## src/rtl/thermal_shutdown_ctrl_if.sv

```systemverilog
// Signal bundle between the thermal supervisor side and the shutdown controller.
// The master drives the sensor flag and the restart request. The slave (the controller) drives the power and status outputs.
interface thermal_shutdown_ctrl_if;
  logic       cpu_overheated;
  logic       restart_req;
  logic       shut_off_computer;
  logic       overheat_warn;
  logic       restart_ready;
  logic       restart_ack;
  logic       lockout;
  logic [3:0] trip_count;

  modport master (
    output cpu_overheated, restart_req,
    input  shut_off_computer, overheat_warn, restart_ready, restart_ack,
           lockout, trip_count
  );

  modport slave (
    input  cpu_overheated, restart_req,
    output shut_off_computer, overheat_warn, restart_ready, restart_ack,
           lockout, trip_count
  );
endinterface

```

## src/rtl/thermal_shutdown_ctrl.sv

```systemverilog
// Debounced, hysteretic computer shut-off sequencer with cool-down, restart
// handshake and a sticky lockout after repeated trips.
module thermal_shutdown_ctrl #(
  parameter int unsigned TRIP_CYCLES = 4,
  parameter int unsigned COOL_CYCLES = 8,
  parameter int unsigned MAX_TRIPS   = 3
) (
  input logic                    clk,
  input logic                    areset,
  thermal_shutdown_ctrl_if.slave bus
);

  typedef enum logic [2:0] {
    ST_RUN,
    ST_WARN,
    ST_OFF,
    ST_READY,
    ST_LOCK
  } state_t;

  state_t     state;
  logic [7:0] pcnt;
  logic [7:0] ccnt;
  logic [3:0] trip_count;
  logic [3:0] trip_next;
  logic       shut_off_q;
  logic       warn_q;
  logic       ready_q;
  logic       ack_q;
  logic       lockout_q;

  // The trip count saturates. This guard is kept even though LOCK normally stops further increments.
  always_comb begin
    trip_next = trip_count;
    if (trip_count != 4'(MAX_TRIPS)) trip_next = trip_count + 4'd1;
  end

  // NOTE: sequential state uses non-blocking (<=) so every register samples
  // pre-edge values; blocking here would create order-dependent races.
  always_ff @(posedge clk or posedge areset) begin
    if (areset) begin
      state      <= ST_RUN;
      pcnt       <= '0;
      ccnt       <= '0;
      trip_count <= '0;
      shut_off_q <= 1'b0;
      warn_q     <= 1'b0;
      ready_q    <= 1'b0;
      ack_q      <= 1'b0;
      lockout_q  <= 1'b0;
    end else begin
      ack_q <= 1'b0;
      unique case (state)
        ST_RUN: begin
          if (bus.cpu_overheated) begin
            state  <= ST_WARN;
            pcnt   <= 8'd1;
            warn_q <= 1'b1;
          end
        end

        ST_WARN: begin
          if (!bus.cpu_overheated) begin
            state  <= ST_RUN;
            pcnt   <= '0;
            warn_q <= 1'b0;
          end else if (pcnt + 8'd1 == 8'(TRIP_CYCLES)) begin
            pcnt       <= '0;
            trip_count <= trip_next;
            warn_q     <= 1'b0;
            shut_off_q <= 1'b1;
            if (trip_next == 4'(MAX_TRIPS)) begin
              state     <= ST_LOCK;
              lockout_q <= 1'b1;
            end else begin
              state <= ST_OFF;
              ccnt  <= '0;
            end
          end else begin
            pcnt <= pcnt + 8'd1;
          end
        end

        ST_OFF: begin
          if (bus.cpu_overheated) begin
            ccnt <= '0;
          end else if (ccnt + 8'd1 == 8'(COOL_CYCLES)) begin
            state   <= ST_READY;
            ccnt    <= '0;
            ready_q <= 1'b1;
          end else begin
            ccnt <= ccnt + 8'd1;
          end
        end

        // A renewed overheat outranks a pending restart request.
        ST_READY: begin
          if (bus.cpu_overheated) begin
            state   <= ST_OFF;
            ccnt    <= '0;
            ready_q <= 1'b0;
          end else if (bus.restart_req) begin
            state      <= ST_RUN;
            ready_q    <= 1'b0;
            shut_off_q <= 1'b0;
            ack_q      <= 1'b1;
          end
        end

        ST_LOCK: begin
        end

        default: begin
          state <= ST_RUN;
        end
      endcase
    end
  end

  assign bus.shut_off_computer = shut_off_q;
  assign bus.overheat_warn     = warn_q;
  assign bus.restart_ready     = ready_q;
  assign bus.restart_ack       = ack_q;
  assign bus.lockout           = lockout_q;
  assign bus.trip_count        = trip_count;

endmodule

```

## src/flat_wrapper.sv

```systemverilog
// flat-port wrapper written by rule: the top's interface ports become plain ports
module thermal_shutdown_ctrl_flat 
#(
  parameter int unsigned TRIP_CYCLES = 4,
  parameter int unsigned COOL_CYCLES = 8,
  parameter int unsigned MAX_TRIPS   = 3
)
  (clk, areset, bus_cpu_overheated, bus_restart_req, bus_shut_off_computer, bus_overheat_warn, bus_restart_ready, bus_restart_ack, bus_lockout, bus_trip_count);
  thermal_shutdown_ctrl_if bus_i ();
  input logic clk;
  input logic areset;
  input wire logic [$bits(bus_i.cpu_overheated)-1:0] bus_cpu_overheated;
  input wire logic [$bits(bus_i.restart_req)-1:0] bus_restart_req;
  output wire logic [$bits(bus_i.shut_off_computer)-1:0] bus_shut_off_computer;
  output wire logic [$bits(bus_i.overheat_warn)-1:0] bus_overheat_warn;
  output wire logic [$bits(bus_i.restart_ready)-1:0] bus_restart_ready;
  output wire logic [$bits(bus_i.restart_ack)-1:0] bus_restart_ack;
  output wire logic [$bits(bus_i.lockout)-1:0] bus_lockout;
  output wire logic [$bits(bus_i.trip_count)-1:0] bus_trip_count;
  assign bus_i.cpu_overheated = bus_cpu_overheated;
  assign bus_i.restart_req = bus_restart_req;
  assign bus_shut_off_computer = bus_i.shut_off_computer;
  assign bus_overheat_warn = bus_i.overheat_warn;
  assign bus_restart_ready = bus_i.restart_ready;
  assign bus_restart_ack = bus_i.restart_ack;
  assign bus_lockout = bus_i.lockout;
  assign bus_trip_count = bus_i.trip_count;
  thermal_shutdown_ctrl #(.TRIP_CYCLES(TRIP_CYCLES), .COOL_CYCLES(COOL_CYCLES), .MAX_TRIPS(MAX_TRIPS)) u_core (.clk(clk), .areset(areset), .bus(bus_i));
endmodule
```

## config.mk

```make
export PLATFORM = sky130hd
export DESIGN_NAME = thermal_shutdown_ctrl_flat
export DESIGN_NICKNAME = d
export VERILOG_FILES = /design/src/rtl/thermal_shutdown_ctrl_if.sv /design/src/rtl/thermal_shutdown_ctrl.sv /design/src/flat_wrapper.sv
export SDC_FILE = /design/constraint.sdc
export NUM_CORES = 1
export LEC_CHECK = 0
export ABC_AREA = 1
export BUFFER_PORTS_ARGS = -buffer_cell sky130_fd_sc_hd__buf_2
export CORE_MARGIN = 5
export CORE_UTILIZATION = 45
export CTS_CLUSTER_DIAMETER = 120
export DETAILED_ROUTE_END_ITERATION = 16
export GPL_ROUTABILITY_DRIVEN = 0
export PLACE_DENSITY = 0.61
export SLEW_MARGIN = 30
export SYNTH_ARGS = -nofsm -noshare
export SYNTH_HDL_FRONTEND = slang
export SYNTH_SLANG_ARGS = --single-unit
```

## constraint.sdc

```tcl
create_clock -name clk -period 4.4 [get_ports clk]
set_input_delay 0.44 -clock clk [delete_from_list [all_inputs] [get_ports clk]]
set_output_delay 0.44 -clock clk [all_outputs]
set_load 0.05 [all_outputs]
```

==> results of run 1 <==
## layout by cell type, fill, tap and decap left out, drive strengths merged
cell type	n
buf	12
nand3	25
nor3	1
inv	37
a21oi	2
nand4	7
o21ai	14
o21a	1
o21bai	5
ha	4
clkinv	1
dfrtp	28
nand2	88
xor2	1
nor2	29
o22ai	3
clkbuf	3
## logic make-up after synthesis
kind of cell | synth area share [%]
AOI/OAI and AO/OA | 8.78
and+or+nand+nor | 41.4
xor gates and xnor gates | 0.484
buffers and inverters | 7.88
DFF | 38.7
adders and majority gates | 2.77
## flip-flops by register name, indices dropped and copies added, names as in the netlist
register,count
u_core.bus.trip_count,4
u_core.state,3
u_core.bus.lockout,1
u_core.bus.overheat_warn,1
u_core.ccnt,8
u_core.pcnt,8
u_core.bus.restart_ack,1
u_core.bus.restart_ready,1
u_core.bus.shut_off_computer,1
## worst min path at each step
stage	slack, ps	endpoint	startpoint	cells past startpoint
3_5_place_dp	470	u_core.bus.overheat_warn	u_core.bus.overheat_warn	2
2_1_floorplan	460	u_core.ccnt[6]	u_core.ccnt[6]	2
5_1_grt	270	u_core.pcnt[3]	areset	2
4_1_cts	250	u_core.pcnt[3]	areset	2
6_report	220	u_core.pcnt[3]	areset	2
3_3_place_gp	470	u_core.bus.overheat_warn	u_core.bus.overheat_warn	2
## where the power goes
group / leakage (nW) / total [mW] / internal, mW / switching [mW]
Combinational: 0.610 / 0.0429 / 0.0117 / 0.0312
Sequential: 0.361 / 0.265 / 0.261 / 0.00397
Clock: 0.0216 / 0.141 / 0.0616 / 0.0790
## synthesized netlist by cell type (all sizes together)
cell / instances
clkinv: 1
nand4: 7
o22ai: 3
nor3: 1
ha: 4
a21oi: 2
o21ai: 14
dfrtp: 28
xor2: 1
nor2: 29
o21bai: 5
nand3: 25
o21a: 1
inv: 37
nand2: 88
## layer usage
metal	track usage (%)	vias to the layer above	wire length [µm]
met2	21.2	14	1480
met3	2.46	5	88
li1	-	810	-
met1	23.2	677	1950
met5	0	-	0
met4	4.02	0	35
## through the flow
step / hold slack (ps) / instance area (µm²) / instances / util [%]
2_1_floorplan: 464 / 1810 / 246 / -
4_1_cts: 250 / 1970 / 311 / 50.0
6_report: 215 / 1970 / 311 / 50.0
3_5_place_dp: 471 / 1930 / 308 / 49.0
5_1_grt: 273 / 1970 / 311 / 50.0
3_3_place_gp: 467 / 1930 / 308 / 49.0
## cell type report
| class | instances | area [µm²] | share of cell area, % |
|---|---|---|---|
| tap | 50 | 62.6 | 3.17 |
| multi-input combinational | 180 | 966 | 49.0 |
| sequential | 28 | 701 | 35.5 |
| inverter | 38 | 143 | 7.23 |
| clock buffer | 3 | 41.3 | 2.09 |
| timing repair buffer | 12 | 60.1 | 3.04 |
## critical path: cells and delay by family, from the launching register on
family          cells  cell delay, ps
simple gates        9             900
flops               1             450
compound gates      1              70
fa+ha+maj           1             260
==> reports/metrics.cfg, run 1 <==
[status]
status=complete, no violations

[routing]
first_pass_iters=4
wl_per_cell_um=11.4
dr_total_vias=1506
drt_iter0_markers=75
drt.antenna.violating_nets=0
wl_um=3550
route.detailed.drc=0
vias_per_cell=4.84

[layout]
nFillCells=373
diodes=0
nets=271
syn_to_final_growth_pct=9.06
drive_above_1_share_pct=18.0

[sta]
maxSlewHeadroom_pct=59.2
tightest_slew_ps=611
fin_ws_ps=2640
clock_skew_ps=8.92
max_freq_mhz=569
period_share_pct=39.9
post-route-min-period_ps=1760
rsz0062_at_grt=false
drv_slew=0
hold_viol_final=0
setup_violations=0
finalSetupTns_ps=0

[setup_path]
cp.arrival_ps=1960
crit_required_ps=4600
start_kind=flop
path_cells=ha_1 -> nand3_1 -> nand2_1 -> nand2_1 -> nor2_1 -> nand2_1 -> nand2_1 -> nand2_1 -> nand2_4 -> nand2_1 -> o21ai_1
rr_worst_depth=11
end_kind=flop
cpMostUsedCell=nand2_1
critPathKind=reg2reg
crit_fanout=8
timing.critical_path.to=u_core.ccnt[0]
cp_slowest_cell=dfrtp_1
reg2reg_to=u_core.ccnt[0]
reg2reg_from=u_core.bus.trip_count[0]
crit_start=u_core.bus.trip_count[0]
max_stage_delay_ps=450
regToRegSetupSlack_ps=2640

[yosys]
synth_cell_types=25
synth_fp_nets=254
postSynthCellCount=246
netlist.top_cell.by_area=dfrtp_1
yosysTopAreaCellShare_pct=38.7
ys_seq_area_share_pct=38.7
syn_area_um2=1810
synth-seq-cells=28
synth.avg_cell_area_um2=7.35
synth.area.top_cells=dfrtp_1 (39%), nand2_1 (16%), inv_1 (6.8%)
yosys_warnings=0

[clocking]
cts_buffers=3
path_clk_slew_ps=100
cts_tree=built
cts_hold_buf=0
ctsResizeCount=0
cts_num_sinks=28
clk_latency_ps=280
cts_buffer_depth=2
htree_levels=1
root_buffer=clkbuf_8
cts_setup_buffers=0

[grt]
grt_antenna_before_repair=0
grt_overflow=0
grt_start_max_net_pins=29
first_global_vias=1433
grtUsageTotal_pct=14.9
grt_pass1_wl_um=6430

[power]
power_mw=0.449
power.leakage_nw=0.992
power_density_nw_per_um2=227
peakVddDrop_v=0.000130

[placed_design]
place_ws_ps=2640
hpwlAfterDp_um=2690
port_buffers=12

[floorplan]
num_io_pins=13
rows=23
core_area_um2=3940
dieArea_um2=5390
initial_core_util_pct=45.9
die_h_um=73.4
fp.dieW_um=73.4

[job]
cap_violations=0

[min_path]
hp-class=in2async

Note: power is estimated with default switching activity, not from simulation.
==> run 2, diff against run 1 <==
==> constraint.sdc (replaced) <==
create_clock -name clk -period 1.65 [get_ports clk]
set_input_delay 0.165 -clock clk [delete_from_list [all_inputs] [get_ports clk]]
set_output_delay 0.165 -clock clk [all_outputs]
set_load 0.05 [all_outputs]
==> reports/metrics.cfg, run 2 (synthesized netlist as in run 1, its figures left out) <==
[sta]
maxSlewHeadroom_pct=74.5
setup_violations=0
max_freq_mhz=611
period_share_pct=99.1
drv_slew=0
finalSetupTns_ps=0
clock_skew_ps=2.76
fin_ws_ps=14.2
post-route-min-period_ps=1640
hold_viol_final=0
tightest_slew_ps=382
rsz0062_at_grt=true

[routing]
wl_um=3910
first_pass_iters=4
drt.antenna.violating_nets=0
vias_per_cell=4.79
route.detailed.drc=0
dr_total_vias=1570
drt_iter0_markers=69
wl_per_cell_um=11.9

[clocking]
cts_tree=built
clk_latency_ps=280
cts_buffers=3
cts_num_sinks=28
cts_buffer_depth=2
htree_levels=1
root_buffer=clkbuf_8
path_clk_slew_ps=100

[status]
status=complete, no violations

[power]
power.leakage_nw=1.09
peakVddDrop_v=0.000246
power_mw=1.24
power_density_nw_per_um2=562

[min_path]
hp-class=in2reg

[setup_path]
crit_fanout=8
reg2reg_from=u_core.pcnt[0]
crit_required_ps=1820
rr_worst_depth=12
cp_slowest_cell=dfrtp_1
critPathKind=reg2reg
regToRegSetupSlack_ps=10
reg2reg_to=u_core.ccnt[7]
path_cells=ha_2 -> nand2_4 -> nor2_4 -> nand2_1 -> nand2_1 -> nand2_2 -> nor2_2 -> nand3_2 -> nand2_4 -> nand2_4 -> nand2_1 -> o21ai_1
max_stage_delay_ps=360
timing.critical_path.to=u_core.ccnt[7]
crit_start=u_core.pcnt[0]
cp.arrival_ps=1810
end_kind=flop
start_kind=flop

[placed_design]
port_buffers=12
place_ws_ps=-17.0
hpwlAfterDp_um=3010
dp.cells=321

[layout]
fin_cells=328
top_regs=u_core.ccnt x8, u_core.pcnt x8, u_core.bus.trip_count x4
diodes=0
final_cell_mix=nand2_1 (68), inv_1 (31), dfrtp_1 (25)
layout_commonest_cell=nand2_1
drive_above_1_share_pct=33.5
syn_to_final_growth_pct=21.5
nets=287
final_core_util_pct=55.8

[grt]
grtUsageTotal_pct=15.7
grt_pass1_wl_um=6580
first_global_vias=1491
grt_start_max_net_pins=16
grt_overflow=0
grt_antenna_before_repair=0

[floorplan]
num_io_pins=13
die_h_um=73.4
dieArea_um2=5390
core_area_um2=3940
rows=23
fp.dieW_um=73.4
initial_core_util_pct=45.9

[job]
cap_violations=0

[run 2: changes by cell type in the layout (fill, tap and decap cells not counted), moves of 2 or more]
cell and change:
buf_4 +14, nand2_1 -11, nand2_2 +9, nand3_1 -6
nand3_2 +6, nor2_1 -5, nor2_2 +5, dfrtp_1 -3
dfrtp_2 +3, ha_1 -3, ha_2 +3, inv_2 +2
nand2_4 +2
[run 2: stage by stage]
step / area, µm² / hold slack [ps]
detailed placement: 2030 / 160
finish: 2200 / 166
floorplan: 1810 / 230
CTS: 2100 / 145
global route: 2200 / 180
global placement: 2030 / 153
[run 2: worst min-delay path by stage]
| stage | start | endpoint | slack (ps) | cells past startpoint |
|---|---|---|---|---|
| after CTS | bus_restart_req | u_core.bus.restart_ack | 140 | 3 |
| after global placement | areset | u_core.bus.trip_count[3] | 150 | 2 |
| final | bus_restart_req | u_core.bus.restart_ack | 170 | 3 |
| after detailed placement | areset | u_core.bus.trip_count[3] | 160 | 2 |
| after floorplan | areset | u_core.bus.lockout | 230 | 1 |
| after global routing | bus_restart_req | u_core.bus.restart_ack | 180 | 3 |
[run 2: critical path: cells and delay by family (launching register included)]
kind	cells	cell delay, ps
AOI/OAI and AO/OA	1	60
adders and majority gates	1	210
DFF	1	360
and+or+nand+nor	10	890
[run 2: area by class of cell]
class	instances	area (µm²)
clock buffer	4	45.0
fill	380	1740
inverter	38	143
multi-input combinational	180	1060
sequential	28	704
tap	50	62.6
timing repair buffer	28	186
[run 2: power by group]
group          total [mW]  internal [mW]  switching, mW
Clock               0.399          0.174          0.225
Combinational       0.130         0.0404         0.0895
Sequential          0.707          0.698        0.00884
[run 2: what timing repair did]
item / in CTS / in global routing
hold endpoints to repair: 8 / 0
setup buffers: 1 / 1
hold buffers: 1 / 0
endpoints found under the setup margin: 8 / 21
pin swaps: 0 / 12
gates resized for setup: 2 / 30
cloned: 0 / 0
[run 2: per-layer routing]
metal	routed length, µm	track usage (%)
met4	61	6.04
met1	2020	22.3
met2	1750	23.9
met5	0	0
met3	74	2.46
